## src/rtl/tail_light_seq.sv

```systemverilog
`default_nettype none
// ============================================================================
// Module  : tail_light_seq
// Brief   : Tick-paced tail-light sequencer (hazard / left / right sweep, brake overlay)
// Revision: 1.0 - initial release
// ============================================================================
module tail_light_seq #(
    parameter int LEDS_PER_SIDE = 3,
    parameter int STEP_TICKS    = 1,
    parameter int HAZ_TICKS     = 1
) (
    input  logic                     clk,
    input  logic                     reset_n,
    input  logic                     tick,
    input  logic                     hazard,
    input  logic                     turn,
    input  logic                     side,
    input  logic                     brake,
    output logic [LEDS_PER_SIDE-1:0] left_led,
    output logic [LEDS_PER_SIDE-1:0] right_led,
    output logic [2:0]               state,
    output logic                     busy
);

    localparam int c_N    = LEDS_PER_SIDE;
    localparam int c_SW   = $clog2(c_N + 1);
    localparam int c_TMAX = (STEP_TICKS > HAZ_TICKS) ? STEP_TICKS : HAZ_TICKS;
    localparam int c_TW   = (c_TMAX > 1) ? $clog2(c_TMAX) : 1;

    if (LEDS_PER_SIDE < 1 || LEDS_PER_SIDE > 16 || STEP_TICKS < 1 || HAZ_TICKS < 1) begin : g_param_check
        $error("tail_light_seq: illegal parameter set");
    end

    typedef enum logic [2:0] {
        S_IDLE   = 3'd0,
        S_HAZARD = 3'd1,
        S_LEFT   = 3'd2,
        S_RIGHT  = 3'd3
    } state_e;

    state_e            r_state, w_next_state, w_req;
    logic [c_SW-1:0]   r_step, w_step_nxt;
    logic [c_TW-1:0]   r_tick_cnt, w_tick_nxt, w_tlim;
    logic              r_phase, w_phase_nxt;
    logic              r_brake;
    logic [c_N-1:0]    r_left_led, r_right_led, w_left, w_right;
    logic              r_busy;

    // Next-state and counter update; only a tick may move anything.
    always_comb begin
        w_next_state = r_state;
        w_step_nxt   = r_step;
        w_tick_nxt   = r_tick_cnt;
        w_phase_nxt  = r_phase;
        w_tlim       = (r_state == S_HAZARD) ? c_TW'(HAZ_TICKS - 1) : c_TW'(STEP_TICKS - 1);

        if (hazard)
            w_req = S_HAZARD;
        else if (turn && side)
            w_req = S_LEFT;
        else if (turn)
            w_req = S_RIGHT;
        else
            w_req = S_IDLE;

        if (tick) begin
            w_next_state = w_req;
            if (w_req != r_state) begin
                w_step_nxt  = '0;
                w_tick_nxt  = '0;
                w_phase_nxt = 1'b0;
            end else if (r_state != S_IDLE) begin
                if (r_tick_cnt == w_tlim) begin
                    w_tick_nxt = '0;
                    if (r_state == S_HAZARD)
                        w_phase_nxt = ~r_phase;
                    else if (r_step == c_SW'(c_N))
                        w_step_nxt = '0;
                    else
                        w_step_nxt = r_step + c_SW'(1);
                end else begin
                    w_tick_nxt = r_tick_cnt + c_TW'(1);
                end
            end
        end
    end

    // Pattern decode from the registered state; brake overlays the idle bank(s).
    always_comb begin
        w_left  = '0;
        w_right = '0;
        for (int i = 0; i < c_N; i++) begin
            w_left[i]  = (r_state == S_LEFT)  && (i < int'(r_step));
            w_right[i] = (r_state == S_RIGHT) && ((c_N - 1 - i) < int'(r_step));
        end
        if (r_state == S_HAZARD) begin
            w_left  = {c_N{r_phase}};
            w_right = {c_N{r_phase}};
        end
        if (r_brake) begin
            case (r_state)
                S_IDLE: begin
                    w_left  = '1;
                    w_right = '1;
                end
                S_LEFT:  w_right = '1;
                S_RIGHT: w_left  = '1;
                default: ;
            endcase
        end
    end

    always_ff @(posedge clk) begin
        if (!reset_n) begin
            r_state     <= S_IDLE;
            r_step      <= '0;
            r_tick_cnt  <= '0;
            r_phase     <= 1'b0;
            r_brake     <= 1'b0;
            r_left_led  <= '0;
            r_right_led <= '0;
            r_busy      <= 1'b0;
        end else begin
            r_state     <= w_next_state;
            r_step      <= w_step_nxt;
            r_tick_cnt  <= w_tick_nxt;
            r_phase     <= w_phase_nxt;
            r_brake     <= brake;
            r_left_led  <= w_left;
            r_right_led <= w_right;
            r_busy      <= (r_state != S_IDLE);
        end
    end

    assign state     = r_state;
    assign left_led  = r_left_led;
    assign right_led = r_right_led;
    assign busy      = r_busy;

endmodule
`default_nettype wire

```

## config.mk

```make
export PLATFORM = sky130hd
export DESIGN_NAME = tail_light_seq
export DESIGN_NICKNAME = d
export VERILOG_FILES = /design/src/rtl/tail_light_seq.sv
export SDC_FILE = /design/constraint.sdc
export NUM_CORES = 1
export LEC_CHECK = 0
export BUFFER_PORTS_ARGS = -buffer_cell sky130_fd_sc_hd__buf_2
export CORE_UTILIZATION = 44
export CTS_BUF_LIST = sky130_fd_sc_hd__clkbuf_8 sky130_fd_sc_hd__clkbuf_16
export DETAILED_ROUTE_END_ITERATION = 12
export GPL_TIMING_DRIVEN = 0
export PLACE_DENSITY = 0.77
export SLEW_MARGIN = 10
export SYNTH_ARGS = -nofsm -noshare
export SYNTH_HDL_FRONTEND = slang
export SYNTH_SLANG_ARGS = --single-unit
```

## constraint.sdc

```tcl
create_clock -name clk -period 1.5 [get_ports clk]
set_input_delay 0.15 -clock clk [delete_from_list [all_inputs] [get_ports clk]]
set_output_delay 0.15 -clock clk [all_outputs]
set_load 0.05 [all_outputs]
```

# After elaboration in Yosys (flattened, before gate mapping)
# Index checks and enable logic that the tools add are counted.
# W data, S select, Z words.
[op_classes] n_addsub=2 multipliers=0 div=0 order_cmp=3 n_eq_ne=7 shift=0 mux=21 bitwise=1 reduce_logical=16
[ops] operator="$mux W3" n=7
[ops] operator="$mux W2" n=7
[ops] operator="$reduce_and A4 Y1" n=2
[ops] operator="$logic_and A1 B1 Y1" n=7
[ops] operator="$mux W1" n=7
[ops] operator="$eq A3 B2 Y1 const B" n=2
[ops] operator="$lt A1 B2 Y1 const A" n=2
[ops] operator="$reduce_bool A2 Y1" n=2
[ops] operator="$reduce_or A2 Y1" n=2
[ops] operator="$eq A3 B1 Y1 const B" n=1
[ops] operator="$logic_not A3 Y1" n=1
[ops] operator="$ne A3 B3 Y1" n=1
[ops] operator="$reduce_bool A3 Y1" n=1
[ops] operator="$add A2 B1 Y2 const B" n=1
[ops] operator="$eq A2 B2 Y1 const B" n=1
[ops] operator="$lt A2 B2 Y1 const A" n=1
[ops] operator="$ne A2 B1 Y1 const B" n=1
[ops] operator="$ne A2 B2 Y1 const B" n=1
[ops] operator="$reduce_and A2 Y1" n=1
[ops] operator="$add A1 B1 Y1 const B" n=1
[ops] operator="$not A1 Y1" n=1
[totals] reg_bits=15 latchBits=0 ramBits=0 mem_bits_ro=0 inputBits=7 wordCells=58 n_memories=0

# Longest topological paths before layout
# Gate-level depths: netlist of run 1.
[logic_depth] ltp_word=6 mapped_depth=6

# Least setup slack after synthesis of run 1
# OpenSTA, ideal clock, no wires.
[synth_timing] path_type="reg2reg" start="register r_state[0] (netlist: state[0])" end="register r_phase" setup_time_ns=0.058 arrival_ns=1.809 required_time_ns=1.442 path_slack_ns=-0.367 stages_incl_launch_ff=6 period_less_slack_ns=1.867 path_cell_list="dfxtp_1 > ha_1 > inv_1 > or4_1 > a21oi_1 > a31o_1"
[synth_via] elab_chain_cells=3 elab_cells_between_ends=8
[synth_lines] element="start, declared" line_no="41" text="state_e r_state, w_next_state, w_req;"
[synth_lines] element="start signal, assigned" line_no="124" text="r_state <= w_next_state;"
[synth_lines] element="$ne A3 B3 Y1, or another cell as far along" line_no="68" text="if (w_req != r_state) begin"
[synth_lines] element="$ne A2 B1 Y1 (no source line) or $reduce_bool A2 Y1 (tied branches)"
[synth_lines] element="$reduce_and A4 Y1 (no source line)"
[synth_lines] element="end signal, assigned" line_no="127" text="r_phase <= w_phase_nxt;"
[synth_lines] element="end, declared" line_no="44" text="logic r_phase, w_phase_nxt;"
# Parallel ways exist; a longest one is shown, timed or not.
# A chain may end at the register's enable or synchronous reset.

# Worst setup path in the final report of run 1
[layout_timing] start="register r_state[1] (netlist: state[1])" end="register r_phase"
# Same word-level chain as after synthesis.

==> summary.md, run 1 <==
| Metric | Value |
|---|---|
| IO buf count | 15 |
| Synthesis-to-finish area growth | 27.6% |
| Critical Path Max Stage Delay | 0.47 ns |
| Synth Net Count | 85 |
| Most Crowded Layer GR | met2 |
| Final Cell Area | 827 um^2 |
| Yosys cell types | 26 |
| Clock sink count | 13 |
| DR vias/cell | 4.96 |
| Root Driver | clkbuf_8 |
| Reg clk slew, reported paths | 0.05 ns |
| Routed length per instance | 10.3 um |
| Combinational share of power | 0.179 |
| # DRC | 0 |
| Post-synthesis sequential area ratio | 0.402 |
| Simple-gate share of the synthesized area | 0.189 |
| Slowest CP cell | or4_1 |
| Final Net Count | 107 |
| Final core utilization | 0.620 |
| Hold path cells | 2 |
| Top Ports | 17 |
| DRT antenna net count | 0 |
| Crit path required time | 1.69 ns |
| Net Sw Power | 228 uW |
| Final WL | 1110 um |
| Routability Congestion | 0.708 |
| Pre-CTS setup slack | 0.00834 ns |
| Min Tclk post-route | 1.41 ns |
| GRT Total Usage | 0.167 |
| CTS buffer count | 3 |
| Seq cells post-synth | 13 |
| Worst-path maximum fanout | 6 |
| Post-DP HPWL | 828 um |
| Sw Ratio | 0.279 |
| Fin cells | 108 |
| Die area | 1630 um^2 |
| DRT iter0 DRCs | 7 |
| CP Class | flop to flop |
| Number of global-route vias before repair | 445 |
| Mux cell area share after synthesis | 0 |
| Largest net degree at the start of global routing | 11 |
| CP arrival | 1.59 ns |
| Clk network pwr share | 0.369 |
| Synth Area per Inst | 9.00 um^2 |
| PD cells | 988 nW/um^2 |
| Max-Cap Viols | 0 |
| Worst setup margin | 0.0928 ns |
| Setup TNS | 0 ns |
| Die Wd | 40.4 um |
| Post-DP Area | 762 um^2 |
| First-pass GRT wire length | 1760 um |
| Combinational family with the most area after synthesis | compound AO/OA/AOI/OAI gates |
| DR vias | 536 |
| Initial Util | 0.486 |
| CTS tree | built |
| DR pass1 iterations | 2 |
| Crit share post-route | 0.938 |
| Die Y | 40.4 um |
| Share of layout cells above drive strength 1 | 0.323 |
| Worst Reg-to-Reg Cells | 6 |
| RSZ-0062 raised after global routing | no |
| Status | finished clean |
| CP Capture Type | flop |
| # hold bufs at CTS | 0 |
| YS warnings | 0 |
| CTS H-tree lvls | 1 |
| GR Layer Usage met3 | 0.0500 |
| Slew Limit Fails | 0 |
| Antenna violations before repair | 0 |
| Worst Hold Class | input pin to flop |
| Critical path origin | state[1]$_SDFFE_PN0P_ |
| Leakage power | 0.000370 uW |
| Hold_sp | brake |
| RR Startpoint | state[1]$_SDFFE_PN0P_ |
| Seq pwr share | 0.452 |
| CTS max path bufs | 2 |
| Site row count | 13 |
| Met2 Use GR | 0.274 |
| CP Cell Sequence | inv_4 > ha_4 > inv_1 > or4_1 > a21oi_1 > a31o_1 |
| Placed Cells | 102 |
| Mapped Cells | 72 |
| Worst Skew | 0.000561 ns |
| P_int | 590 uW |
| Post-Synth Adder-Cell Area | 0.116 |
| Max Fclk | 711 MHz |
| Clock latency on the worst-skew pair | 0.24 ns |
| Xor-xnor portion of the synthesized cell area | 0.0135 |
| Ant diodes | 0 |
| Worst VDD drop | 0.593 mV |
| Setup violators final | 0 |
| Core Box Area | 1330 um^2 |
| Final Hold Viols | 0 |
| Critical path startpoint category | flop |
| Compound-cell area share of the yosys netlist | 0.210 |
| Post-Syn Area | 648 um^2 |
| Met1 GRT Util | 0.187 |
| Overflow after GRT | 0 |
-- worst max-delay path: cells and delay by family, from the launching register on --
family / cells / cell delay (ns)
flip-flops: 1 / 0.36
AO/OA/AOI/OAI: 2 / 0.24
buffers and inverters: 2 / 0.13
AND/OR/NAND/NOR: 1 / 0.47
adder cells (fa/ha/maj): 1 / 0.15
-- per-layer routing --
layer | vias up | routed length (um)
met5 | - | 0
met4 | 0 | 16
met3 | 2 | 43
met2 | 14 | 538
met1 | 235 | 515
li1 | 285 | -
-- area by class of cell --
| cell class | count | area (um^2) |
|---|---|---|
| well taps | 15 | 18.8 |
| clock inverters | 1 | 3.75 |
| clock buffers | 3 | 41.3 |
| flip-flops and latches | 13 | 268 |
| fillers | 119 | 507 |
| inverters | 8 | 32.5 |
| multi-input cells | 49 | 362 |
| repair buffers | 17 | 90.1 |
| plain buffers | 2 | 11.3 |
-- cells in the final DEF (no fill, tap or decap) --
| cell | Yosys | layout |
|---|---|---|
| a21boi_0 | 4 | 4 |
| a21oi_1 | 5 | 5 |
| a22o_1 | 2 | 2 |
| a31o_1 | 2 | 2 |
| and2_1 | 2 | 2 |
| buf_2 | 0 | 15 |
| buf_4 | 1 | 3 |
| clkbuf_1 | 1 | 1 |
| clkbuf_8 | 0 | 3 |
| conb_1 | 1 | 1 |
| dfxtp_1 | 13 | 11 |
| dfxtp_4 | 0 | 2 |
| ha_1 | 6 | 4 |
| ha_2 | 0 | 1 |
| ha_4 | 0 | 1 |
| inv_1 | 7 | 7 |
| inv_2 | 1 | 1 |
| inv_4 | 0 | 1 |
| nand2_1 | 6 | 6 |
| nand2b_1 | 1 | 1 |
| nor2_1 | 2 | 2 |
| nor2b_1 | 6 | 6 |
| nor3_2 | 1 | 1 |
| nor4_1 | 1 | 1 |
| nor4_2 | 1 | 1 |
| o21a_1 | 1 | 1 |
| o21ai_0 | 3 | 3 |
| o21ai_2 | 1 | 1 |
| o22ai_1 | 1 | 1 |
| o2bb2ai_1 | 1 | 1 |
| or4_1 | 1 | 1 |
| xnor2_1 | 1 | 1 |
-- cells in the mapped netlist --
master,number,area share
a21boi_0,4,0.046
a21oi_1,5,0.039
a22o_1,2,0.027
a31o_1,2,0.027
and2_1,2,0.019
buf_4,1,0.012
clkbuf_1,1,0.0058
conb_1,1,0.0058
dfxtp_1,13,0.40
ha_1,6,0.12
inv_1,7,0.041
inv_2,1,0.0058
nand2_1,6,0.035
nand2b_1,1,0.0097
nor2_1,2,0.012
nor2b_1,6,0.058
nor3_2,1,0.015
nor4_1,1,0.0097
nor4_2,1,0.019
o21a_1,1,0.012
o21ai_0,3,0.023
o21ai_2,1,0.014
o22ai_1,1,0.0097
o2bb2ai_1,1,0.014
or4_1,1,0.012
xnor2_1,1,0.014
-- flip-flops by register name (all words and copies together), names as in the netlist --
name,count
r_phase,1
r_step,2
busy,1
state,2
r_brake,1
left_led,3
right_led,3
-- power by group through the flow --
stage	clock network (uW)	logic, uW	registers, uW
floorplan	0	62.3	418
global placement	0	137	376
detailed placement	0	139	377
CTS	306	140	370
global route	318	160	373
finish	302	146	369
-- logic make-up after synthesis --
kind of cell / after synthesis
adder cells (fa/ha/maj): 6
AO/OA/AOI/OAI: 20
flip-flops: 13
AND/OR/NAND/NOR: 21
other: 1
buffers and inverters: 10
XOR/XNOR: 1
-- final timing paths --
check / slack [ns] / to
worst min register to register: 0.54 / left_led[1]$_SDFF_PN0_
worst max-delay path: 0.09 / r_phase$_SDFFE_PN0P_
worst min-delay path: 0.14 / r_brake$_SDFF_PN0_
worst max register to register: 0.09 / r_phase$_SDFFE_PN0P_
-- per-stage QoR --
| step | power (uW) | hold slack (ns) |
|---|---|---|
| 2_1_floorplan | 480 | 0.230 |
| 3_3_place_gp | 513 | 0.355 |
| 6_report | 817 | 0.136 |
| 4_1_cts | 815 | 0.141 |
| 3_5_place_dp | 515 | 0.360 |
| 5_1_grt | 850 | 0.134 |
-- what timing repair did --
| item | CTS | global route |
|---|---|---|
| pin swaps | 0 | 0 |
| gates resized for setup | 1 | 2 |
| setup endpoints to repair | 1 | 1 |
| hold endpoints to repair | 0 | 0 |
| buffers inserted | 0 | 2 |
(Power assumes the default switching activity.)
==> run 2: changes to the inputs <==
--- a/config.mk
+++ b/config.mk
@@ -6,11 +6,11 @@
 export NUM_CORES = 1
 export LEC_CHECK = 0
 export BUFFER_PORTS_ARGS = -buffer_cell sky130_fd_sc_hd__buf_2
-export CORE_UTILIZATION = 44
+export CORE_UTILIZATION = 40
 export CTS_BUF_LIST = sky130_fd_sc_hd__clkbuf_8 sky130_fd_sc_hd__clkbuf_16
 export DETAILED_ROUTE_END_ITERATION = 12
 export GPL_TIMING_DRIVEN = 0
-export PLACE_DENSITY = 0.77
+export PLACE_DENSITY = 0.72
 export SLEW_MARGIN = 10
 export SYNTH_ARGS = -nofsm -noshare
 export SYNTH_HDL_FRONTEND = slang
==> run 2 against run 1 <==
- sequential share of layout area up 0.65 points
- worst setup slack got worse by 0.019 ns
- sequential cell count did not move
- clock power is 2% lower
- die area up 9.5%
- clock skew rose by 0.00072 ns
- non-clock buffer count is 2 lower
- final area shrank 2.0%
- via count did not move
- first-iteration DRC count fell by 43%
- largest power group unchanged
==> summary.md, run 2 (synthesis gave the netlist of run 1 again) <==
| Metric | Value |
|---|---|
| Status | finished clean (unchanged) |
| Synthesis-to-finish area growth | 25.1% (was 27.6%) |
| Final Net Count | 105 (was 107) |
| # DRC | 0 (unchanged) |
| CP Class | flop to flop (unchanged) |
| Worst VDD drop | 0.486 mV (was 0.593 mV) |
| Max Used Layer | met4 (unchanged) |
| Critical path startpoint category | flop (unchanged) |
| Clock sink count | 13 (unchanged) |
| Final WL | 1080 um (was 1110 um) |
| Die area | 1790 um^2 (was 1630 um^2) |
| # hold bufs at CTS | 0 (unchanged) |
| GRT Total Usage | 0.142 (was 0.167) |
| CP Capture Type | flop (unchanged) |
| Max Fclk | 701 MHz (was 711 MHz) |
| Leakage power | 0.000359 uW (was 0.000370 uW) |
| Total power | 807 uW (was 817 uW) |
| Reg clk slew, reported paths | 0.05 ns (about the same) |
| DRT iter0 DRCs | 4 (was 7) |
| DRT antenna net count | 0 (unchanged) |
| Crit share post-route | 0.951 (was 0.938) |
| Hold_sp | brake (unchanged) |
| First-pass GRT wire length | 1930 um (was 1760 um) |
| Initial Util | 0.430 (was 0.486) |
| Net Sw Power | 222 uW (was 228 uW) |
| CTS tree | built (unchanged) |
| Largest net degree at the start of global routing | 11 (unchanged) |
| Clk network pwr share | 0.368 (was 0.369) |
| CTS max path bufs | 2 (unchanged) |
| PD cells | 995 nW/um^2 (was 988 nW/um^2) |
| Ant diodes | 0 (unchanged) |
| Worst-path maximum fanout | 6 (unchanged) |
| Core Box Area | 1510 um^2 (was 1330 um^2) |
| Post-DP HPWL | 813 um (was 828 um) |
| Top Ports | 17 (unchanged) |
| Most common cell after layout, fill and taps aside | buf_2 (unchanged) |
| DR vias/cell | 5.01 (was 4.96) |
| Die Wd | 42.3 um (was 40.4 um) |
| Worst Hold Class | input pin to flop (unchanged) |
| Worst Skew | 0.00128 ns (was 0.000561 ns) |
| Sw Ratio | 0.275 (was 0.279) |
| Critical path origin | state[1]$_SDFFE_PN0P_ (unchanged) |
| M1 WL | 487 um (was 515 um) |
| Seq pwr share | 0.458 (was 0.452) |
| Met3 routed WL | 59 um (was 43 um) |
| Area of the multi-input gates | 362 um^2 (unchanged) |
| IO buf count | 15 (unchanged) |
| P_int | 585 uW (was 590 uW) |
| Pre-CTS setup slack | 0.0133 ns (was 0.00834 ns) |
| Routed length per instance | 10.1 um (was 10.3 um) |
| Slew Limit Fails | 0 (unchanged) |
| Number of global-route vias before repair | 463 (was 445) |
| Antenna violations before repair | 0 (unchanged) |
| Overflow after GRT | 0 (unchanged) |
| RSZ-0062 raised after global routing | no (unchanged) |
| CTS buffer count | 3 (unchanged) |
| Combinational share of power | 0.173 (was 0.179) |
| Max-Cap Viols | 0 (unchanged) |
| Final Hold Viols | 0 (unchanged) |
| Die Y | 42.3 um (was 40.4 um) |
| RR Startpoint | state[1]$_SDFFE_PN0P_ (unchanged) |
| Root Driver | clkbuf_8 (unchanged) |
| Crit path required time | 1.69 ns (about the same) |
| Worst setup margin | 0.0733 ns (was 0.0928 ns) |
| Fillers | 143 (was 119) |
| Setup violators final | 0 (unchanged) |
| DR vias | 536 (unchanged) |
| Setup TNS | 0 ns (unchanged) |
| CP arrival | 1.61 ns (was 1.59 ns) |
| CTS H-tree lvls | 1 (unchanged) |
| Site row count | 14 (was 13) |
| DR pass1 iterations | 4 (was 2) |
| Routability Congestion | 0.745 (was 0.708) |
| Min Tclk post-route | 1.43 ns (was 1.41 ns) |
| Routed length on met2 | 512 um (was 538 um) |
| Clock latency on the worst-skew pair | 0.24 ns (about the same) |
| Commonest non-fill, non-tap cells in the layout | buf_2, dfxtp_1, inv_1, nand2_1, nor2b_1 (unchanged) |
| Reg area | 268 um^2 (unchanged) |
| Share of layout cells above drive strength 1 | 0.308 (was 0.323) |
-- run 2: critical path: stages, from the launching register on --
cell and delay [ns]:
dfxtp_4 0.36, inv_2 0.10, ha_4 0.17, inv_1 0.05, or4_1 0.46, a21oi_1 0.13, a31o_1 0.10
-- run 2: per-stage QoR --
| step | instances | util | hold slack, ns | cell area [um^2] |
|---|---|---|---|---|
| final | 107 | 0.538 | 0.136 | 811 |
| after detailed placement | 103 | 0.507 | 0.361 | 763 |
| after floorplan | 72 | - | 0.230 | 668 |
| after global routing | 107 | 0.538 | 0.136 | 811 |
| after global placement | 103 | 0.507 | 0.355 | 763 |
| after CTS | 107 | 0.537 | 0.134 | 808 |
-- run 2: path summary, 6_finish.rpt --
check,endpoint,slack [ns],cells after the start
worst max-delay path,r_phase$_SDFFE_PN0P_,0.07,6
worst max register to register,r_phase$_SDFFE_PN0P_,0.07,6
worst min register to register,r_step[0]$_SDFFE_PN0P_,0.54,1
worst min-delay path,r_brake$_SDFF_PN0_,0.14,2
-- run 2: layout make-up --
class                           count  area share
Buffer                              2      0.0139
Clock buffer                        3      0.0509
Clock inverter                      1     0.00463
Inverter                            8      0.0370
Multi-Input combinational cell     49       0.446
Sequential cell                    13       0.330
Tap cell                           16      0.0247
Timing Repair Buffer               15      0.0926
-- run 2: layer usage --
layer | up-vias | global-route usage
li1 | 281 | -
met1 | 233 | 0.172
met2 | 18 | 0.228
met3 | 4 | 0.0388
met4 | 0 | 0.0750
met5 | - | 0
-- run 2: power groups by stage --
| stage | combinational (uW) | clock, uW | sequential [uW] |
|---|---|---|---|
| floorplan | 62.3 | 0 | 418 |
| detailed placement | 138 | 0 | 377 |
| global placement | 137 | 0 | 376 |
| CTS | 139 | 305 | 370 |
| finish | 140 | 297 | 370 |
| global route | 153 | 318 | 371 |
-- run 2: what timing repair did --
item	in CTS	in global routing
gates resized for setup	1	2
setup buffers	0	0
endpoints found under the setup margin	1	1
==> run 3: changes to the inputs <==
--- a/config.mk
+++ b/config.mk
@@ -6,11 +6,13 @@
 export NUM_CORES = 1
 export LEC_CHECK = 0
 export BUFFER_PORTS_ARGS = -buffer_cell sky130_fd_sc_hd__buf_2
-export CORE_UTILIZATION = 40
+export CELL_PAD_IN_SITES_DETAIL_PLACEMENT = 0
+export CELL_PAD_IN_SITES_GLOBAL_PLACEMENT = 2
+export CORE_UTILIZATION = 26
 export CTS_BUF_LIST = sky130_fd_sc_hd__clkbuf_8 sky130_fd_sc_hd__clkbuf_16
 export DETAILED_ROUTE_END_ITERATION = 12
 export GPL_TIMING_DRIVEN = 0
-export PLACE_DENSITY = 0.72
+export PLACE_DENSITY = 0.77
 export SLEW_MARGIN = 10
 export SYNTH_ARGS = -nofsm -noshare
 export SYNTH_HDL_FRONTEND = slang
==> run 3 against run 2 <==
- sequential share of layout area shrank 0.84 points
- hold slack got worse by 0.022 ns
- final cell count up 11%
- largest power group unchanged
- worst setup slack better by 0.016 ns
- clock power rose by 2%
==> summary.md, run 3 (synthesis gave the netlist of run 1 again) <==
| Metric | Value |
|---|---|
| Status | finished clean (unchanged) |
| Crit path required time | 1.69 ns (about the same) |
| Clock latency on the worst-skew pair | 0.25 ns (was 0.24 ns) |
| Worst VDD drop | 0.394 mV (was 0.486 mV) |
| Max-Cap Viols | 0 (unchanged) |
| Max Fclk | 709 MHz (was 701 MHz) |
| Synthesis-to-finish area growth | 28.4% (was 25.1%) |
| Crit share post-route | 0.941 (was 0.951) |
| Hold path cells | 2 (unchanged) |
| Pre-CTS setup slack | 0.0150 ns (was 0.0133 ns) |
| Routability Congestion | 0.671 (was 0.745) |
| DR vias/cell | 4.54 (was 5.01) |
| Leakage power | 0.000360 uW (was 0.000359 uW) |
| Reg clk slew, reported paths | 0.05 ns (about the same) |
| CTS tree | built (unchanged) |
| Final Hold Viols | 0 (unchanged) |
| # DRC | 0 (unchanged) |
| Initial Util | 0.285 (was 0.430) |
| Setup bufs post-CTS | 0 (unchanged) |
| Site row count | 17 (was 14) |
| Delay-heaviest family, CP | simple AND/OR/NAND/NOR gates (unchanged) |
| Crit path depth | 6 (unchanged) |
| IO buf count | 15 (unchanged) |
| Post-DP Area | 778 um^2 (was 763 um^2) |
| Slew Limit Fails | 0 (unchanged) |
| Final WL | 1190 um (was 1080 um) |
| CP arrival | 1.60 ns (was 1.61 ns) |
| Core Box Area | 2280 um^2 (was 1510 um^2) |
| Root Driver | clkbuf_8 (unchanged) |
| Critical path origin | state[1]$_SDFFE_PN0P_ (unchanged) |
| Routed length per instance | 9.99 um (was 10.1 um) |
| RR Startpoint | state[1]$_SDFFE_PN0P_ (unchanged) |
| Critical Path End | r_phase$_SDFFE_PN0P_ (unchanged) |
| Setup violators final | 0 (unchanged) |
| Min Tclk post-route | 1.41 ns (was 1.43 ns) |
| Placed Cells | 115 (was 103) |
| Worst Skew | 0.00368 ns (was 0.00128 ns) |
| Die Wd | 51.9 um (was 42.3 um) |
| Worst-path maximum fanout | 6 (unchanged) |
| Post_cts resized | 0 (was 1) |
| Share of layout cells above drive strength 1 | 0.319 (was 0.308) |
| Number of global-route vias before repair | 488 (was 463) |
| Worst setup margin | 0.0891 ns (was 0.0733 ns) |
| Top Ports | 17 (unchanged) |
| Largest net degree at the start of global routing | 11 (unchanged) |
| DRT iter0 DRCs | 8 (was 4) |
| Final Net Count | 105 (unchanged) |
| FF-to-FF End | r_phase$_SDFFE_PN0P_ (unchanged) |
| DR pass1 iterations | 4 (unchanged) |
| Die area | 2700 um^2 (was 1790 um^2) |
| Fillers | 243 (was 143) |
| Buf+Inv Stages, Crit Path | 2 (unchanged) |
| Hold Slack | 0.113 ns (was 0.136 ns) |
| Overflow after GRT | 0 (unchanged) |
| CTS buffer count | 3 (unchanged) |
| Critical Path Max Stage Delay | 0.48 ns (was 0.46 ns) |
| Post-DP HPWL | 939 um (was 813 um) |
| Commonest non-fill, non-tap cells in the layout | buf_2, dfxtp_1, inv_1, nand2_1, nor2b_1 (unchanged) |
| Die Y | 51.9 um (was 42.3 um) |
| # hold bufs at CTS | 0 (unchanged) |
| Clock sink count | 13 (unchanged) |
| R2R setup slack | 0.09 ns (was 0.07 ns) |
| Final Cell Area | 832 um^2 (was 811 um^2) |
| First-pass GRT wire length | 2000 um (was 1930 um) |
| CTS H-tree lvls | 1 (unchanged) |
| Most common cell after layout, fill and taps aside | buf_2 (unchanged) |
| Slowest CP cell | or4_1 (unchanged) |
| Worst Reg-to-Reg Cells | 6 (unchanged) |
| CP Capture Type | flop (unchanged) |
| DRT antenna net count | 0 (unchanged) |
| CP Cell Sequence | inv_4 > ha_4 > inv_1 > or4_1 > a21oi_2 > a31o_1 (was inv_2 > ha_4 > inv_1 > or4_1 > a21oi_1 > a31o_1) |
| Antenna violations before repair | 0 (unchanged) |
| DR vias | 540 (was 536) |
| CP Class | flop to flop (unchanged) |
| PD cells | 979 nW/um^2 (was 995 nW/um^2) |
| Setup TNS | 0 ns (unchanged) |
| Fin cells | 119 (was 107) |
| Critical path startpoint category | flop (unchanged) |
| GRT Total Usage | 0.108 (was 0.142) |
| CTS max path bufs | 2 (unchanged) |
| Ant diodes | 0 (unchanged) |
| Worst Hold Class | input pin to flop (unchanged) |
run 3: metal layers:
metal	share of wire	wire, um	up-vias	global-route usage
met4	0.050	60	0	0.122
met2	0.44	526	18	0.169
met3	0.054	64	5	0.0263
met1	0.45	538	236	0.109
li1	-	-	281	-
met5	0	0	-	0
run 3: through the flow:
stage / power [uW] / utilization
6_report: 815 / 0.366
5_1_grt: 851 / 0.366
4_1_cts: 825 / 0.362
3_5_place_dp: 517 / 0.342
3_3_place_gp: 517 / 0.342
2_1_floorplan: 480 / -
run 3: worst min-delay path by stage:
stage,from,to,slack (ns)
4_1_cts,brake,r_brake$_SDFF_PN0_,0.11
6_report,brake,r_brake$_SDFF_PN0_,0.11
3_3_place_gp,brake,r_brake$_SDFF_PN0_,0.36
2_1_floorplan,tick,state[0]$_SDFFE_PN0P_,0.23
5_1_grt,brake,r_brake$_SDFF_PN0_,0.12
3_5_place_dp,brake,r_brake$_SDFF_PN0_,0.37
run 3: final cells by class:
type | instances | area [um^2] | area share
clock inverters | 1 | 3.75 | 0.00451
repair buffers | 15 | 75.1 | 0.0902
plain buffers | 2 | 11.3 | 0.0135
multi-input cells | 49 | 365 | 0.439
well taps | 28 | 35.0 | 0.0421
clock buffers | 3 | 41.3 | 0.0496
flip-flops and latches | 13 | 268 | 0.322
inverters | 8 | 32.5 | 0.0391
run 3: worst reg2reg max path: stages, from the launching register on:
cell,delay [ns]
dfxtp_4,0.37
inv_4,0.08
ha_4,0.16
inv_1,0.05
or4_1,0.48
a21oi_2,0.13
a31o_1,0.10
run 3: report_power, final:
part	internal (uW)	switching (uW)
sequential	359	11.0
clock	181	124
combinational	45.9	94.2
